## src/rtl/alu_operand_loader.sv

```systemverilog
// Operand entry front end for the 4-bit ALU: debounces one push-button and latches A, B and opcode from the switches.
// Define ALU_LOADER_SYNC_EN to put a two-flop synchronizer in front of the debouncer.
//
//   state   | meaning
//   --------+-------------------------------------------
//   LOAD_A  | waiting for the press that latches operand A
//   LOAD_B  | waiting for the press that latches operand B
//   LOAD_OP | waiting for the press that latches the opcode
//   READY   | complete triple held, valid high
module alu_operand_loader #(
  parameter int DEBOUNCE_CYCLES = 4
) (
  input  logic       clk,
  input  logic       rst,
  input  logic       btn,
  input  logic [3:0] sw,
  input  logic       clr,
  output logic [3:0] a,
  output logic [3:0] b,
  output logic [2:0] op,
  output logic       valid,
  output logic [1:0] state
);

  localparam int CW = $clog2(DEBOUNCE_CYCLES + 1);
  localparam logic [CW-1:0] CNT_LAST = CW'(DEBOUNCE_CYCLES - 1);

  typedef enum logic [1:0] {
    LOAD_A  = 2'd0,
    LOAD_B  = 2'd1,
    LOAD_OP = 2'd2,
    READY   = 2'd3
  } state_t;

  state_t        state_q, state_nxt;
  logic [3:0]    a_nxt, b_nxt;
  logic [2:0]    op_nxt;
  logic          valid_nxt;
  logic          s;
  logic          lvl;
  logic [CW-1:0] cnt;
  logic          press;

`ifdef ALU_LOADER_SYNC_EN
  logic [1:0] sync_q;

  always_ff @(posedge clk) begin
    if (rst) sync_q <= '0;
    else     sync_q <= {sync_q[0], btn};
  end

  assign s = sync_q[1];
`else
  assign s = btn;
`endif

  // Any sample matching the accepted level restarts the persistence count.
  always_ff @(posedge clk) begin
    if (rst) begin
      lvl <= 1'b0;
      cnt <= '0;
    end else if (s == lvl) begin
      cnt <= '0;
    end else if (cnt == CNT_LAST) begin
      lvl <= s;
      cnt <= '0;
    end else begin
      cnt <= cnt + CW'(1);
    end
  end

  assign press = s & ~lvl & (cnt == CNT_LAST);

  always_ff @(posedge clk) begin
    if (rst) begin
      state_q <= LOAD_A;
      a       <= '0;
      b       <= '0;
      op      <= '0;
      valid   <= 1'b0;
    end else begin
      state_q <= state_nxt;
      a       <= a_nxt;
      b       <= b_nxt;
      op      <= op_nxt;
      valid   <= valid_nxt;
    end
  end

  // clr swallows a coincident press; the debouncer still takes the new level.
  always_comb begin
    state_nxt = state_q;
    a_nxt     = a;
    b_nxt     = b;
    op_nxt    = op;
    if (clr) begin
      state_nxt = LOAD_A;
      a_nxt     = '0;
      b_nxt     = '0;
      op_nxt    = '0;
    end else if (press) begin
      case (state_q)
        LOAD_A: begin
          a_nxt     = sw;
          state_nxt = LOAD_B;
        end
        LOAD_B: begin
          b_nxt     = sw;
          state_nxt = LOAD_OP;
        end
        LOAD_OP: begin
          op_nxt    = sw[2:0];
          state_nxt = READY;
        end
        READY: begin
          a_nxt     = sw;
          state_nxt = LOAD_B;
        end
        default: state_nxt = LOAD_A;
      endcase
    end
    valid_nxt = (state_nxt == READY);
  end

  assign state = state_q;

endmodule

```

## config.mk

```make
export PLATFORM = sky130hd
export DESIGN_NAME = alu_operand_loader
export DESIGN_NICKNAME = d
export VERILOG_FILES = /design/src/rtl/alu_operand_loader.sv
export SDC_FILE = /design/constraint.sdc
export NUM_CORES = 1
export LEC_CHECK = 0
export CORE_MARGIN = 4
export CORE_UTILIZATION = 44
export DETAILED_ROUTE_END_ITERATION = 7
export PLACE_DENSITY = 0.81
export SLEW_MARGIN = 20
export SYNTH_ARGS = -nofsm -noshare
export SYNTH_HDL_FRONTEND = slang
export SYNTH_SLANG_ARGS = --single-unit
```

## constraint.sdc

```tcl
create_clock -name clk -period 1.9 [get_ports clk]
set_input_delay 0.19 -clock clk [delete_from_list [all_inputs] [get_ports clk]]
set_output_delay 0.19 -clock clk [all_outputs]
set_load 0.005 [all_outputs]
```

==> reports/results.ini <==
[place]
pre_cts_ws_ns=0.2641
gp_congestion=0.6999
dpl.hpwl_um=1092
port_buffers=21

[clocking]
cts_tree=yes
post_cts_buffers=0
cts.sink_count=18
clkTransAtPathRegs_ns=0.10
postCtsHoldBufs=0
cts_buffers=3
cts-htree-levels=1
clock_latency_ns=0.28
clk_path_buf_depth=2
post_cts_resized=0
root_buffer=clkbuf_4

[logic_synthesis]
ys_warn_count=0
synth_area_um2=730.7
avgSynthCellArea_um2=10.75
synthTopCellsByArea=dfxtp_1 49%, mux2i_1 16%, ha_1 10%
synth_fp_nets=82
synthDistinctLibCells=17
synth.top_cell.area_share_pct=49.32
ys_seq_area_share_pct=49.32
synth_cells=68
synth_seq_cells=18
synth_top_area_cell=dfxtp_1

[layout]
utilization_pct=63.88
nets=106
antenna_cells=0
drive_above_1_share_pct=8.791
areaGrowthSynthToFinish_pct=34.76

[setup_path]
slowest_stage=dfxtp_1
startpoint=cnt[0]$_SDFF_PP0_
crit_cells=5
cp_cell_sequence=ha_1, ha_1, nand3_2, nor3b_2, nor3b_2
startpoint_type=register
arrival_ns=1.73
cpLargestDelayFamily=simple AND/OR/NAND/NOR gates
ff2ff_setup_slack_ns=0.37
crit_required_ns=2.09
reg2reg_from=cnt[0]$_SDFF_PP0_
cp-endpoint=valid$_SDFF_PP0_
worstSetupPathType=reg2reg
reg2regPathDepth=5
critPathMaxFanout=9
end_kind=register
slowest_delay_ns=0.35
worst-path-buf-inv=0
regToRegEndpoint=valid$_SDFF_PP0_

[sta]
slew_viol_final=0
rsz0062_at_grt=false
worst_pin_slew_ns=0.4428
setup_tns_ns=0
hold_ws_ns=0.4367
timing.final.ws_setup_ns=0.3651
clock_skew_ns=0.001113
slew_headroom_pct=70.48
setup_violations=0
hold_viol=0
period_needed_ns=1.535
max_freq_ghz=0.6515
period_share_pct=80.79

[status]
status=finished, final reports clean

[grt]
grt_start_max_net_pins=14
first_global_vias=591
antenna_found_initial=0
grt_overflow=0
grt_use_total_pct=13.28
grt_pass1_wl_um=2559

[die]
num_io_pins=22
die_w_um=48.75
fp.dieH_um=48.75
core-area_mm2=0.001541
start_util_pct=47.40
placementRows=14
die_area_mm2=0.002377

[drt]
drtAntennaViolNets=0
route.vias.total=543
dr.pass1.iters=4
avgRoutedWirePerCell_um=13.76
routed_wl_um=1472
drtIter0Drc=4
vias_per_cell=5.075
drc=0

[job]
cap_violations=0

[hold_path]
hold_path_class=reg2reg
whs_path_depth=1

[power_and_ir_drop]
powerDensity_mw_per_mm2=657.3
power.leakage_uw=0.0004216
ir_drop_uv=465.9
finalPower_uw=647.3

[cells in the mapped netlist]
master,number
buf_2,1
nand2_1,1
mux2i_1,12
mux2_2,1
ha_1,6
nand3_1,2
nor4_1,2
inv_1,4
nand3_2,1
buf_4,1
nor4b_1,1
nor3b_2,2
a21oi_1,1
nor2_1,13
dfxtp_1,18
or2_1,1
nor2b_1,1
[worst min path at each step]
stage / end / slack [ns] / start
4_1_cts: cnt[0]$_SDFF_PP0_ / 0.45 / cnt[0]$_SDFF_PP0_
6_report: cnt[0]$_SDFF_PP0_ / 0.44 / cnt[0]$_SDFF_PP0_
3_5_place_dp: cnt[0]$_SDFF_PP0_ / 0.43 / cnt[0]$_SDFF_PP0_
5_1_grt: valid$_SDFF_PP0_ / 0.48 / clr
2_1_floorplan: valid$_SDFF_PP0_ / 0.26 / clr
3_3_place_gp: cnt[0]$_SDFF_PP0_ / 0.42 / cnt[0]$_SDFF_PP0_
[metal layers]
layer | GRT usage, % | part of all wire, % | wire (um) | vias to the layer above
li1 | - | - | - | 275
met1 | 15.66 | 45 | 667 | 256
met2 | 22.17 | 49 | 720 | 10
met3 | 3.988 | 4.8 | 71 | 2
met4 | 5.381 | 0.82 | 12 | 0
met5 | 0 | 0 | 0 | -
[sequential cells by signal, summed over array words and instances, names as in the netlist]
signal	flops
cnt	3
state	2
valid	1
op	3
b	4
a	4
lvl	1
[logic make-up (layout without fill, tap and decap cells)]
group	after synthesis	in the layout	synth area share [%]
adder cells (fa/ha/maj)	6	6	10.27
flip-flops	18	18	49.32
AO/OA/AOI/OAI	1	1	0.6843
multiplexers	13	13	17.98
AND/OR/NAND/NOR	24	24	17.98
buffers and inverters	6	29	3.766
[metrics by stage]
step / cell area (um^2) / std cells
5_1_grt: 984.7 / 107
3_3_place_gp: 948.4 / 103
6_report: 984.7 / 107
3_5_place_dp: 948.4 / 103
2_1_floorplan: 730.7 / 68
4_1_cts: 984.7 / 107
[power by group]
part           switching [uW]  internal (uW)  leakage, uW
Clock                     116            117    0.0000210
Sequential               1.14            380     0.000145
Combinational            15.7           18.8     0.000255
[cell usage in the layout (no fill, tap or decap), types with 2 or more instances in the layout]
master,count
clkdlybuf4s50_1,21
clkbuf_4,3
nor3b_2,2
mux2i_1,12
inv_1,4
dfxtp_1,18
nor2_1,13
nor4_1,2
ha_1,6
nand3_1,2
[final cells by class]
cell class | instances | area, um^2
fill | 129 | 556.8
sequential | 18 | 360.3
multi-input combinational | 44 | 342.8
timing repair buffer | 21 | 210.2
clock buffer | 4 | 36.28
tap | 16 | 20.02
inverter | 4 | 15.01
Power figures use the tool's default switching activity.
